**config.mk**
```make
export PLATFORM = sky130hd
export DESIGN_NAME = mem_port_arbiter
export DESIGN_NICKNAME = d
export VERILOG_FILES = /design/src/rtl/core_pkg.sv /design/src/rtl/mem_port_arbiter_rr_arb2.sv /design/src/rtl/mem_port_arbiter.sv
export SDC_FILE = /design/constraint.sdc
export NUM_CORES = 1
export LEC_CHECK = 0
export ABC_CLOCK_PERIOD_IN_PS = 2700
export CELL_PAD_IN_SITES_DETAIL_PLACEMENT = 0
export CELL_PAD_IN_SITES_GLOBAL_PLACEMENT = 1
export CORE_AREA = 2 2 292 294
export DETAILED_ROUTE_END_ITERATION = 7
export DIE_AREA = 0 0 294 296
export GPL_TIMING_DRIVEN = 1
export MAX_ROUTING_LAYER = met4
export PLACE_DENSITY_LB_ADDON = 0.12
export SLEW_MARGIN = 10
export SYNTH_ARGS = -nofsm -noshare
export SYNTH_HDL_FRONTEND = slang
export SYNTH_HIERARCHICAL = 1
export SYNTH_SLANG_ARGS = --single-unit
```
**constraint.sdc**
```tcl
create_clock -name clk_i -period 2.7 [get_ports clk_i]
set_clock_uncertainty 0.2 [all_clocks]
set_input_delay 0.54 -clock clk_i [delete_from_list [all_inputs] [get_ports clk_i]]
set_output_delay 0.54 -clock clk_i [all_outputs]
set_load 0.05 [all_outputs]
```
**src/rtl/core_pkg.sv**
```systemverilog
// ============================================================================
// Module      : core_pkg
// Description : Shared core constants, port indices and the memory-port
//               arbiter state encoding.
// Revision    : 1.0 - initial release
// ============================================================================
`default_nettype none

package core_pkg;

    localparam int CACHE_BLOCK_SIZE = 128;

    localparam logic MEM_PORT_IC = 1'b0;
    localparam logic MEM_PORT_DC = 1'b1;

    typedef enum logic [1:0] {
        IDLE  = 2'd0,
        ISSUE = 2'd1,
        WAIT  = 2'd2,
        RESP  = 2'd3
    } arb_state_t;

endpackage

`default_nettype wire

```
**src/rtl/mem_port_arbiter_rr_arb2.sv**
```systemverilog
// ============================================================================
// Module      : rr_arb2
// Description : Two-way round-robin grant; on a tie the port that did not
//               win last time is granted.
// Revision    : 1.0 - initial release
// ============================================================================
`default_nettype none

module rr_arb2
    import core_pkg::*;
(
    input  logic [1:0] req,
    input  logic       last,
    output logic [1:0] gnt
);

    always_comb begin
        gnt = 2'b00;
        if (req == 2'b11) begin
            gnt = (last == MEM_PORT_DC) ? 2'b01 : 2'b10;
        end else begin
            gnt = req;
        end
    end

endmodule

`default_nettype wire

```
**src/rtl/mem_port_arbiter.sv**
```systemverilog
// ============================================================================
// Module      : mem_port_arbiter
// Description : Serializes whole-block I-cache/D-cache transactions onto the
//               single external memory port with round-robin arbitration.
// Revision    : 1.0 - initial release
// ============================================================================
`default_nettype none

module mem_port_arbiter
    import core_pkg::*;
#(
    parameter int ADDR_W         = 32,
    parameter int BLOCK_W        = CACHE_BLOCK_SIZE,
    parameter int TIMEOUT_CYCLES = 1024
) (
    input  logic                  clk_i,
    input  logic                  rst_ni,
    input  logic [1:0]            req_vld_i,
    input  logic [1:0]            req_wr_i,
    input  logic [2*ADDR_W-1:0]   req_addr_i,
    input  logic [2*BLOCK_W-1:0]  req_data_i,
    output logic [1:0]            resp_vld_o,
    output logic [BLOCK_W-1:0]    resp_data_o,
    output logic                  mem_req_vld_o,
    input  logic                  mem_req_rdy_i,
    output logic                  mem_req_wr_o,
    output logic [ADDR_W-1:0]     mem_req_addr_o,
    output logic [BLOCK_W-1:0]    mem_req_data_o,
    input  logic                  mem_resp_vld_i,
    input  logic [BLOCK_W-1:0]    mem_resp_data_i,
    output logic                  busy_o,
    output logic                  err_o
);

    localparam int                c_CNT_W      = $clog2(TIMEOUT_CYCLES + 1);
    localparam logic [c_CNT_W-1:0] c_TMO       = c_CNT_W'(TIMEOUT_CYCLES);
    localparam logic [ADDR_W-1:0] c_ALIGN_MASK = ~ADDR_W'((BLOCK_W / 8) - 1);

    arb_state_t          r_state;
    arb_state_t          w_state_next;
    logic [1:0]          w_gnt;
    logic                w_sel;
    logic                w_req_wr;
    logic [ADDR_W-1:0]   w_req_addr;
    logic [BLOCK_W-1:0]  w_req_data;
    logic                r_owner;
    logic                r_last_grant;
    logic                r_wr;
    logic [ADDR_W-1:0]   r_addr;
    logic [BLOCK_W-1:0]  r_data;
    logic [BLOCK_W-1:0]  r_resp_data;
    logic [c_CNT_W-1:0]  r_tmo_cnt;
    logic [c_CNT_W-1:0]  w_cnt_inc;
    logic                r_err;

    rr_arb2 u_rr_arb2 (
        .req  (req_vld_i),
        .last (r_last_grant),
        .gnt  (w_gnt)
    );

    assign w_sel      = w_gnt[MEM_PORT_DC] ? MEM_PORT_DC : MEM_PORT_IC;
    assign w_req_wr   = req_wr_i[w_sel];
    assign w_req_addr = w_sel ? req_addr_i[ADDR_W +: ADDR_W]   : req_addr_i[0 +: ADDR_W];
    assign w_req_data = w_sel ? req_data_i[BLOCK_W +: BLOCK_W] : req_data_i[0 +: BLOCK_W];
    assign w_cnt_inc  = r_tmo_cnt + 1'b1;

    always_ff @(posedge clk_i or negedge rst_ni) begin
        if (!rst_ni) begin
            r_state <= IDLE;
        end else begin
            r_state <= w_state_next;
        end
    end

    always_comb begin
        w_state_next = r_state;
        case (r_state)
            IDLE:    if (|req_vld_i)     w_state_next = ISSUE;
            ISSUE:   if (mem_req_rdy_i)  w_state_next = WAIT;
            WAIT:    if (mem_resp_vld_i) w_state_next = RESP;
            RESP:    w_state_next = IDLE;
            default: w_state_next = IDLE;
        endcase
    end

    always_ff @(posedge clk_i or negedge rst_ni) begin
        if (!rst_ni) begin
            r_owner      <= MEM_PORT_IC;
            r_last_grant <= MEM_PORT_DC;
            r_wr         <= 1'b0;
            r_addr       <= '0;
            r_data       <= '0;
            r_resp_data  <= '0;
            r_tmo_cnt    <= '0;
            r_err        <= 1'b0;
        end else begin
            case (r_state)
                IDLE: begin
                    if (|req_vld_i) begin
                        r_owner <= w_sel;
                        r_wr    <= w_req_wr;
                        r_addr  <= w_req_addr & c_ALIGN_MASK;
                        r_data  <= w_req_data;
                    end
                end
                ISSUE: begin
                    r_tmo_cnt <= '0;
                end
                WAIT: begin
                    if (mem_resp_vld_i) begin
                        if (!r_wr) begin
                            r_resp_data <= mem_resp_data_i;
                        end
                    end else begin
                        // Counter saturates so the flag is raised once and stays put
                        if (r_tmo_cnt != c_TMO) begin
                            r_tmo_cnt <= w_cnt_inc;
                        end
                        if (w_cnt_inc == c_TMO) begin
                            r_err <= 1'b1;
                        end
                    end
                end
                RESP: begin
                    r_last_grant <= r_owner;
                end
                default: ;
            endcase
            if (mem_resp_vld_i && (r_state != WAIT)) begin
                r_err <= 1'b1;
            end
        end
    end

    assign mem_req_vld_o  = (r_state == ISSUE);
    assign mem_req_wr_o   = r_wr;
    assign mem_req_addr_o = r_addr;
    assign mem_req_data_o = r_data;
    assign resp_vld_o     = (r_state == RESP) ? (r_owner ? 2'b10 : 2'b01) : 2'b00;
    assign resp_data_o    = r_resp_data;
    assign busy_o         = (r_state != IDLE);
    assign err_o          = r_err;

endmodule

`default_nettype wire

```
==> metrics.cfg, run 1 <==
[global_route]
antenna_found_initial = 10
grt_max_degree = 72
grt_usage_pct = 12.5
gr-total-overflow = 0
grt_pass1_wl_um = 77800
first_global_vias = 11500

[hold_path]
hold_class = input pin to asynchronous set/reset pin

[floorplan]
dieArea_um2 = 87000
die_y_um = 296
fp-row-count = 107
start_util_pct = 15.3
ios = 750
core_area_um2 = 84200
die_w_um = 294

[critical_path]
cpPeakStageDelay_ps = 920
reg2reg_to = r_tmo_cnt[10]
crit_slowest_cell = clkdlybuf4s50_1
rr_worst_depth = 3
critPathBufInv = 1
r2r_slack_ps = 440
crit_fanout = 2
crit_path_start_kind = register
end_kind = output pin
r2r-start = r_tmo_cnt[5]
path_cells = clkdlybuf4s50_1
worstPathRequired_ps = 1960
path_class = register to output pin
critical-path-top-delay-family = buffers and inverters
arrival_ps = 1840

[detailed_routing]
drtIter0Drc = 229
post_drt_via_cell_ratio = 3.68
via_count = 10900
wl_um = 54900
routedWlPerCell_um = 18.5
dr.pass1.iters = 4
drc = 0
ant_nets = 0

[placed_design]
numPortBuffers = 737
gp_congestion = 0.732
dp_hpwl_um = 43500

[timing]
hold_violations = 0
rsz0062_at_grt = false
finalCriticalPeriod_ps = 2580
fin_setup_tns_ps = 0
finalCritPeriodShare_pct = 95.4
slew_headroom_pct = 45.8
maxClockFrequency_mhz = 388
setup_viol = 0
worstMarginPinSlew_ps = 807
slew_viol_final = 0

[cells_and_area]
layout-drive-gt1-share_pct = 14.5
seq_area_um2 = 7530
nets = 2294
fillers = 8705
area_growth_pct = 82.2
multi_input_area_um2 = 4990

[logic_synthesis]
synthCells = 1068
syn_area_um2 = 12800
syn_area_per_cell_um2 = 12.0
yosysWarnings = 6

[clock_network]
root_buffer = clkbuf_16
post_cts_buffers = 0
numCtsBuffers = 42
ctsHoldBuffers = 1
cts-resized-gates = 0
ctsHtreeMaxLevel = 2
cts_tree = yes
cts_sinks = 301
clkTransAtPathRegs_ps = 50
cts_max_path_buffers = 3
clk-insertion-delay-late_ps = 550

[pwr]
power.total_mw = 31.5
power.density_nw_per_um2 = 1350
p_leak_nw = 9.83
ir_drop_mv = 0.461

[outcome]
status = finished clean

[run]
drv_cap = 0

## worst reg2reg max path, cell delays in order, from the launching register on
cell	delay (ps)
dfrtp_1	450
or4_4	580
o31ai_1	680
o21ai_0	200
## metal layers
layer / part of all wire (%) / vias up / track usage (%)
met5: 0 / - / -
met4: 2.1 / 0 / 3.15
met3: 11 / 69 / 5.83
met2: 50 / 469 / 21.6
met1: 37 / 5088 / 12.8
li1: - / 5268 / -
## layout by cell type, fill, tap and decap left out, drive strengths merged, types with 7 or more instances in the layout
master	count
a31oi	7
diode	10
a21oi	7
inv	9
clkbuf	63
o21ai	166
clkinv	7
nand2	166
mux2	131
dfrtp	300
buf	66
mux2i	157
clkdlybuf4s50	724
## layout make-up
type / instances / share of cell area [%]
Tap cell: 1090 / 5.83
Clock buffer: 63 / 5.35
Antenna cell: 10 / 0.107
Sequential cell: 301 / 32.2
Clock inverter: 13 / 1.02
Multi-Input combinational cell: 687 / 21.3
Inverter: 9 / 0.144
Timing Repair Buffer: 791 / 34.1
## how the worst max path moves through the flow
stage	slack [ps]	start	end	depth (start not counted)
2_1_floorplan	520	req_vld_i[1]	mem_req_data_o[77]	6
3_3_place_gp	100	mem_resp_vld_i	resp_data_o[16]	5
3_5_place_dp	80	mem_resp_vld_i	resp_data_o[14]	5
4_1_cts	40	mem_req_data_o[18]	mem_req_data_o[18]	1
5_1_grt	30	mem_req_data_o[33]	mem_req_data_o[33]	1
6_report	120	mem_req_data_o[33]	mem_req_data_o[33]	1
## sequential cells by signal (all words and copies together), names as in the netlist
signal and flops:
mem_req_data_o 128, resp_data_o 128, mem_req_addr_o 28, r_tmo_cnt 11, r_state 2, err_o 1
mem_req_wr_o 1, r_last_grant 1, r_owner 1
## stage by stage
step | cell area [µm²] | util [%] | hold WS [ps] | cells | setup slack (ps)
CTS | 23400 | 27.8 | 258 | 2954 | 36.5
floorplan | 12900 | - | 44.4 | 1071 | 520
global placement | 21900 | 26.0 | 262 | 2877 | 103
detailed placement | 21900 | 26.0 | 269 | 2877 | 81.0
finish | 23400 | 27.8 | 269 | 2964 | 123
global route | 23400 | 27.8 | 276 | 2964 | 35.0
## report_power, final
part	leakage, nW	internal [mW]	switching (mW)
sequential	3.68	6.71	1.10
clock	0.732	3.77	2.18
combinational	5.42	6.20	11.5
total	9.83	16.7	14.8
Note: power is estimated with default switching activity, not from simulation.
==> inputs of run 2 (changes only) <==
--- a/config.mk
+++ b/config.mk
@@ -5,6 +5,7 @@
 export SDC_FILE = /design/constraint.sdc
 export NUM_CORES = 1
 export LEC_CHECK = 0
+export ABC_AREA = 0
 export ABC_CLOCK_PERIOD_IN_PS = 2700
 export CELL_PAD_IN_SITES_DETAIL_PLACEMENT = 0
 export CELL_PAD_IN_SITES_GLOBAL_PLACEMENT = 1
==> results of run 2 <==
Final layout, timing and power as in run 1 (identical DEF).
